$ cat src/rtl/gravity_ctrl.sv
// Gravity timer for a falling-block game: counts seconds-divider edges (or
// clock cycles while soft-drop is held) and raises a one-row drop request.
module gravity_ctrl #(
  parameter int MAX_INT  = 8,
  parameter int SOFT_DIV = 2500000
) (
  input  logic       clock,
  input  logic       reset,
  input  logic       sec_clk,
  input  logic       enable,
  input  logic [3:0] level,
  input  logic       soft_drop,
  input  logic       drop_ack,
  output logic       drop_req,
  output logic [7:0] drop_count,
  output logic       busy
);

  localparam int SOFT_W = (SOFT_DIV > 1) ? $clog2(SOFT_DIV) : 1;
  localparam logic [SOFT_W-1:0] SOFT_LAST = SOFT_W'(SOFT_DIV - 1);

  typedef enum logic [1:0] {IDLE, COUNT, SOFT, REQ} state_t;

  state_t            state;
  logic              s_q;
  logic              tick;
  logic [4:0]        interval;
  logic [4:0]        tick_cnt;
  logic [SOFT_W-1:0] soft_cnt;

  // Clamped at 1 so high levels never produce a zero-length interval.
  function automatic logic [4:0] calc_interval(input logic [3:0] lv);
    logic signed [6:0] diff;
    diff = 7'(MAX_INT) - $signed({3'b000, lv});
    if (diff < 7'sd1) return 5'd1;
    return diff[4:0];
  endfunction

  assign tick     = (sec_clk != s_q);
  assign interval = calc_interval(level);

  always_ff @(posedge clock) begin
    s_q <= sec_clk;
    if (!reset) begin
      state      <= IDLE;
      drop_req   <= 1'b0;
      busy       <= 1'b0;
      drop_count <= 8'd0;
      tick_cnt   <= 5'd0;
      soft_cnt   <= '0;
    end else if (!enable) begin
      state    <= IDLE;
      drop_req <= 1'b0;
      busy     <= 1'b0;
    end else begin
      unique case (state)
        IDLE: begin
          tick_cnt <= 5'd0;
          soft_cnt <= '0;
          busy     <= 1'b1;
          state    <= soft_drop ? SOFT : COUNT;
        end
        COUNT: begin
          // ">=" lets a level raised mid-count fire on the very next tick.
          if (tick && (tick_cnt >= interval - 5'd1)) begin
            tick_cnt <= 5'd0;
            drop_req <= 1'b1;
            state    <= REQ;
          end else if (soft_drop) begin
            soft_cnt <= '0;
            state    <= SOFT;
          end else if (tick) begin
            tick_cnt <= tick_cnt + 5'd1;
          end
        end
        SOFT: begin
          if (!soft_drop) begin
            state <= COUNT;
          end else if (soft_cnt == SOFT_LAST) begin
            soft_cnt <= '0;
            drop_req <= 1'b1;
            state    <= REQ;
          end else begin
            soft_cnt <= soft_cnt + 1'b1;
          end
        end
        REQ: begin
          if (drop_ack) begin
            drop_count <= drop_count + 8'd1;
            tick_cnt   <= 5'd0;
            soft_cnt   <= '0;
            drop_req   <= 1'b0;
            state      <= soft_drop ? SOFT : COUNT;
          end
        end
        default: state <= IDLE;
      endcase
    end
  end

endmodule

$ cat config.mk
export PLATFORM = sky130hd
export DESIGN_NAME = gravity_ctrl
export DESIGN_NICKNAME = d
export VERILOG_FILES = /design/src/rtl/gravity_ctrl.sv
export SDC_FILE = /design/constraint.sdc
export NUM_CORES = 1
export LEC_CHECK = 0
export CAP_MARGIN = 30
export CORE_MARGIN = 5
export CORE_UTILIZATION = 40
export CTS_CLUSTER_DIAMETER = 100
export DETAILED_ROUTE_END_ITERATION = 16
export DONT_BUFFER_PORTS = 1
export RECOVER_POWER = 50
export SLEW_MARGIN = 15
export SYNTH_ARGS = -nofsm -noshare
export SYNTH_HDL_FRONTEND = slang
export SYNTH_SLANG_ARGS = --single-unit
$ cat constraint.sdc
create_clock -name clock -period 5.05 [get_ports clock]
set_input_delay 1.2625 -clock clock [delete_from_list [all_inputs] [get_ports clock]]
set_output_delay 1.2625 -clock clock [all_outputs]
set_load 0.03 [all_outputs]
== Word-level counts from Yosys, hierarchy flattened ==
Cells that the tools add are included.

* Add/subtract/negate cells: 5
* Multipliers: 0
* Divide/modulo/power cells: 0
* Order comparisons: 2
* Equal/unequal tests: 15
* Shift operators: 0
* Mux-type cells: 26
* Bitwise gates (word level): 0
* Reduce and logical (&&, ||, !) cells: 10

{| class="wikitable"
|+ Operator list
! operator !! count
|-
| $mux W22 || 5
|-
| $pmux W22 S4 || 1
|-
| $mux W5 || 6
|-
| $add A22 B1 Y22 const B || 1
|-
| $eq A22 B22 Y1 const B || 1
|-
| $pmux W5 S3 || 1
|-
| $reduce_and A5 Y1 || 3
|-
| $mux W2 || 6
|-
| $ne A2 B2 Y1 const B || 6
|-
| $ne A3 B3 Y1 const B || 4
|-
| $add A8 B1 Y8 const B || 1
|-
| $pmux W2 S4 || 1
|-
| $reduce_and A3 Y1 || 2
|-
| $reduce_bool A3 Y1 || 2
|-
| $add A5 B1 Y5 const B || 1
|-
| $ge A5 B5 Y1 || 1
|-
| $lt A5 B2 Y1 const B || 1
|-
| $mux W1 || 5
|-
| $sub A4 B4 Y5 const A || 1
|-
| $sub A5 B1 Y5 const B || 1
|-
| $eq A2 B2 Y1 const B || 2
|-
| $pmux W1 S3 || 1
|-
| $eq A2 B1 Y1 const B || 1
|-
| $logic_not A2 Y1 || 1
|-
| 3 further kinds || 3
|}

* Bits in registers: 40
* Latch bits: 0
* RAM bits: 0
* ROM bits: 0
* Input bits: 10
* Output and inout bits: 10
* Word-level logic and storage cells: 65
* Memories kept: 0

== Depth between registers and ports, before layout ==
* Word-level depth: 9
* Depth in mapped cells: 18
* Gate-level depth less buffers: 17

== Worst setup path before layout ==
No wires, ideal clock.

* Path kind: input-to-reg
* From: input level[0]
* To: register soft_cnt[12]
* Library setup time: 0.070 ns
* Data arrival time: 4.255 ns
* Data required time: 4.980 ns
* Setup slack: 0.725 ns
* Stages: 17
* Buffers on the path: 1
* Cells stage by stage: inv_1 ha_1 nor3_1 a31oi_1 nor3_1 ha_1 nand2b_1 ha_1 o21ai_0 xor2_1 ha_1 a21oi_1 o211ai_4 a21o_1 buf_2 or3_1 a21oi_1

* Longest elaborated chain between the ends: 9

{| class="wikitable"
|+ Ends and longest elaborated chain
! what !! line !! RTL
|-
| start, declared || 11 || <nowiki>input logic [3:0] level,</nowiki>
|-
| $sub A4 B4 Y5 * || 34 || <nowiki>diff = 7'(MAX_INT) - $signed({3'b000, lv});</nowiki>
|-
| $lt A5 B2 Y1 || 35 || <nowiki>if (diff < 7'sd1) return 5'd1;</nowiki>
|-
| $mux W1 || 35 ||
|-
| $mux W5 * || 36 || <nowiki>return diff[4:0];</nowiki>
|-
| $sub A5 B1 Y5 * || 65 || <nowiki>if (tick && (tick_cnt >= interval - 5'd1)) begin</nowiki>
|-
| $ge A5 B5 Y1 * || 65 ||
|-
| $logic_and A1 B1 Y1 * || 65 ||
|-
| $ne A2 B2 Y1 (no line) * || -- ||
|-
| $reduce_and A5 Y1 (no line) * || -- ||
|-
| end signal, assigned || 84 || <nowiki>soft_cnt <= soft_cnt + 1'b1;</nowiki>
|-
| end, declared || 29 || <nowiki>logic [SOFT_W-1:0] soft_cnt;</nowiki>
|}

Every way passes the cells marked *; elsewhere a longest branch is shown, timed or not.
A chain may end at the register's enable or synchronous reset.

== Worst setup path after layout ==
* From: input level[0]
* To: register soft_cnt[21]

Same word-level chain as after synthesis.

==> run summary <==
Status -> complete, no violations
Placed cell area -> 2520 µm²
Initial Util -> 0.413
Number of global-route vias before repair -> 1946
Reg2Reg Depth -> 8
Fin nets -> 312
Largest net degree at the start of global routing -> 20
Synth top area cells -> dfxtp_1, ha_1, xnor2_1
Area of the multi-input gates -> 1550 µm²
R2r endpoint -> soft_cnt[21]
MaxCap Viol Count -> 0
Hold EP -> soft_cnt[9]
Max VDD drop -> 0.000131 V
Max clock buf depth -> 2
Antenna cells -> 0
CP required -> 5.28 ns
Worst Skew -> 0.00680 ns
H-tree level count -> 2
Hold Path Stages -> 2
Die X -> 88.2 µm
Core Region -> 5920 µm²
All-layer global routing usage -> 0.138
Top-level I/O count -> 20
Worst setup margin -> 0.730 ns
Die area -> 7770 µm²
Reg clk slew, reported paths -> 0.08 ns
DRT Pass-1 Iters -> 4
Setup TNS Final -> 0 ns
Post-synthesis sequential area ratio -> 0.328
Slew @ Worst Pin -> 0.572 ns
Yosys top cell area share -> 0.328
Complex-gate fraction of the synthesized area -> 0.188
Startpoint type of the worst setup path -> primary input
Cell taking the most area after synthesis -> dfxtp_1
Synth Net Count -> 310
Worst min-delay path class -> flip-flop to flip-flop
WP data arrival -> 4.55 ns
DRT iter0 DRCs -> 107
CP endpoint kind -> flip-flop
CTS tree -> done
Sw Share -> 0.262
Routed Antenna Nets -> 0
Netlist cell types -> 49
Cells after Synth -> 285
First-pass GRT wire length -> 8630 µm
Syn avg cell area -> 8.57 µm²
Seq. cell area -> 801 µm²
Dpl ws -> 0.423 ns
DRC Markers -> 0
Via count -> 1988
Part of the power in combinational logic -> 0.120
Post-Synth Simple-Gate Area -> 0.267
Final Cycle Share -> 0.856
Clock Power Share -> 0.402
Post-CTS sizing -> 0
WHS -> 0.493 ns
Setup CP Type -> primary input to flip-flop
Peak Freq -> 231 MHz
Total CTS buffers -> 5
RSZ-0062 raised after global routing -> no
Internal -> 0.499 mW
Leak -> 0.923 nW
Worst hold start -> soft_cnt[9]
Share of cells above drive strength 1 -> 0.0764
Top_reg_cell synth -> dfxtp_1
Hold_buf cts -> 0
Synth Cell Area -> 2440 µm²
Post-route insts no fill -> 363
Seq cells post-synth -> 40
Clock Tree Root -> clkbuf_8
Final setup viols -> 0
Area Overhead vs Synth -> 8.14%
Via density -> 5.48
Post-CTS setup buffer count -> 0
Fillers -> 587
Average wire per standard cell -> 13.7 µm
Port bufs -> 0
Placement Rows -> 28
Total Wirelength -> 4960 µm
GP Congestion -> 0.810
DIE HEIGHT -> 88.2 µm
Final Critical Period -> 4.32 ns
Mux cell area share after synthesis -> 0.00410
Final hold viol count -> 0
Post-route cell area -> 2640 µm²
Slew headroom -> 0.616
Initial antenna violation count -> 0
Inst Count DP -> 354
Yosys warns -> 0
Xor/xnor share of the synthesized area -> 0.0968
Clk_lat worst skew -> 0.30 ns
Post-Synth Adder-Cell Area -> 0.0768
Number of synthesized flops with an enable pin -> 0
Clock sinks -> 40
Reported net switching power -> 0.177 mW
Reg power frac -> 0.478
Largest family of logic cells by synthesized area -> simple AND/OR/NAND/NOR gates
Asr flop ratio synth -> 0
Final Max Tran Viols -> 0
Gr ovfl total -> 0
PwrDens -> 256 nW/µm²
DP HPWL -> 3670 µm
Max FO, Critical Path -> 15
Crit Reg-Reg Startpoint -> state[0]
FF-to-FF setup slack -> 2.47 ns
stage by stage:
| stage | power (mW) | utilization |
|---|---|---|
| after floorplan | 0.396 | - |
| final | 0.676 | 0.446 |
| after CTS | 0.685 | 0.445 |
| after global routing | 0.713 | 0.446 |
| after detailed placement | 0.412 | 0.426 |
| after global placement | 0.412 | 0.426 |
worst max path at each step:
stage,startpoint,to,slack (ns),cells after the start
global placement,level[0],soft_cnt[7],0.52,16
finish,level[0],soft_cnt[21],0.73,16
floorplan,level[0],soft_cnt[12],0.73,17
CTS,level[0],soft_cnt[21],0.73,16
detailed placement,level[0],soft_cnt[21],0.42,16
global route,level[0],soft_cnt[7],0.45,16
cell families after synthesis:
family / after synthesis
xor gates and xnor gates: 27
DFF: 40
AOI/OAI and AO/OA: 64
muxes: 1
and+or+nand+nor: 115
adders and majority gates: 15
buffers and inverters: 23
layout by cell type, fill, tap and decap left out, types with 9 or more instances in the layout:
cell      instances
nor2_1           33
nand3_1          11
xnor2_1          19
a21oi_1          12
dfxtp_1          40
o31ai_1           9
nand2_1          17
ha_1             15
a211oi_1         11
inv_1            13
metal layers:
metal  global-route usage  part of all wire
met5                    0                 0
met2                0.233              0.47
met4               0.0412            0.0097
met1                0.172              0.48
met3               0.0376             0.041
power by group through the flow:
stage | logic, mW | registers [mW] | clock network, mW
after floorplan | 0.0664 | 0.330 | 0
after global placement | 0.0810 | 0.331 | 0
after detailed placement | 0.0812 | 0.331 | 0
after CTS | 0.0816 | 0.323 | 0.280
after global routing | 0.0918 | 0.324 | 0.297
final | 0.0813 | 0.323 | 0.272
cell usage after synthesis (2+ instances only):
master    number
nand2_1       17
a21o_1         3
o21ai_0        7
nand3_1       11
nand3_2        2
nor2b_1        7
xnor2_1       19
buf_4          2
and3_1         7
or3_1          2
nor3_1         7
nand4_1        6
clkbuf_1       5
a31oi_1        3
nor4_1         4
inv_1         13
a21oi_1       12
or4_1          5
o31ai_1        9
buf_2          2
nand3b_1       3
nand2b_1       2
dfxtp_1       40
nor2_1        33
xor2_1         8
and4_1         2
a211oi_1      11
a211o_1        2
nor4_4         2
o211ai_1       2
ha_1          15
o21ai_1        5
critical path, cell delays in order:
cell and delay [ns]:
inv_1 0.02, ha_1 0.23, nor3_1 0.17, a31oi_1 0.06
nor3_1 0.15, ha_1 0.30, nand2b_1 0.16, ha_1 0.21
o21ai_0 0.10, xor2_1 0.16, ha_1 0.25, a21oi_1 0.31
o211ai_4 0.12, a21o_1 0.34, or4_1 0.55, a21oi_1 0.15
area by class of cell:
type | instances | area share
Clock buffer | 5 | 0.0260
Multi-Input combinational cell | 222 | 0.585
Clock inverter | 3 | 0.0175
Timing Repair Buffer | 5 | 0.0142
Sequential cell | 40 | 0.303
Inverter | 13 | 0.0185
Tap cell | 75 | 0.0355
sequential cells by signal, indices dropped and copies added (netlist names):
| signal | count |
|---|---|
| tick_cnt | 5 |
| soft_cnt | 22 |
| drop_count | 8 |
| busy | 1 |
| s_q | 1 |
| drop_req | 1 |
| state | 2 |
No activity file was read; power rests on OpenSTA's default activity.
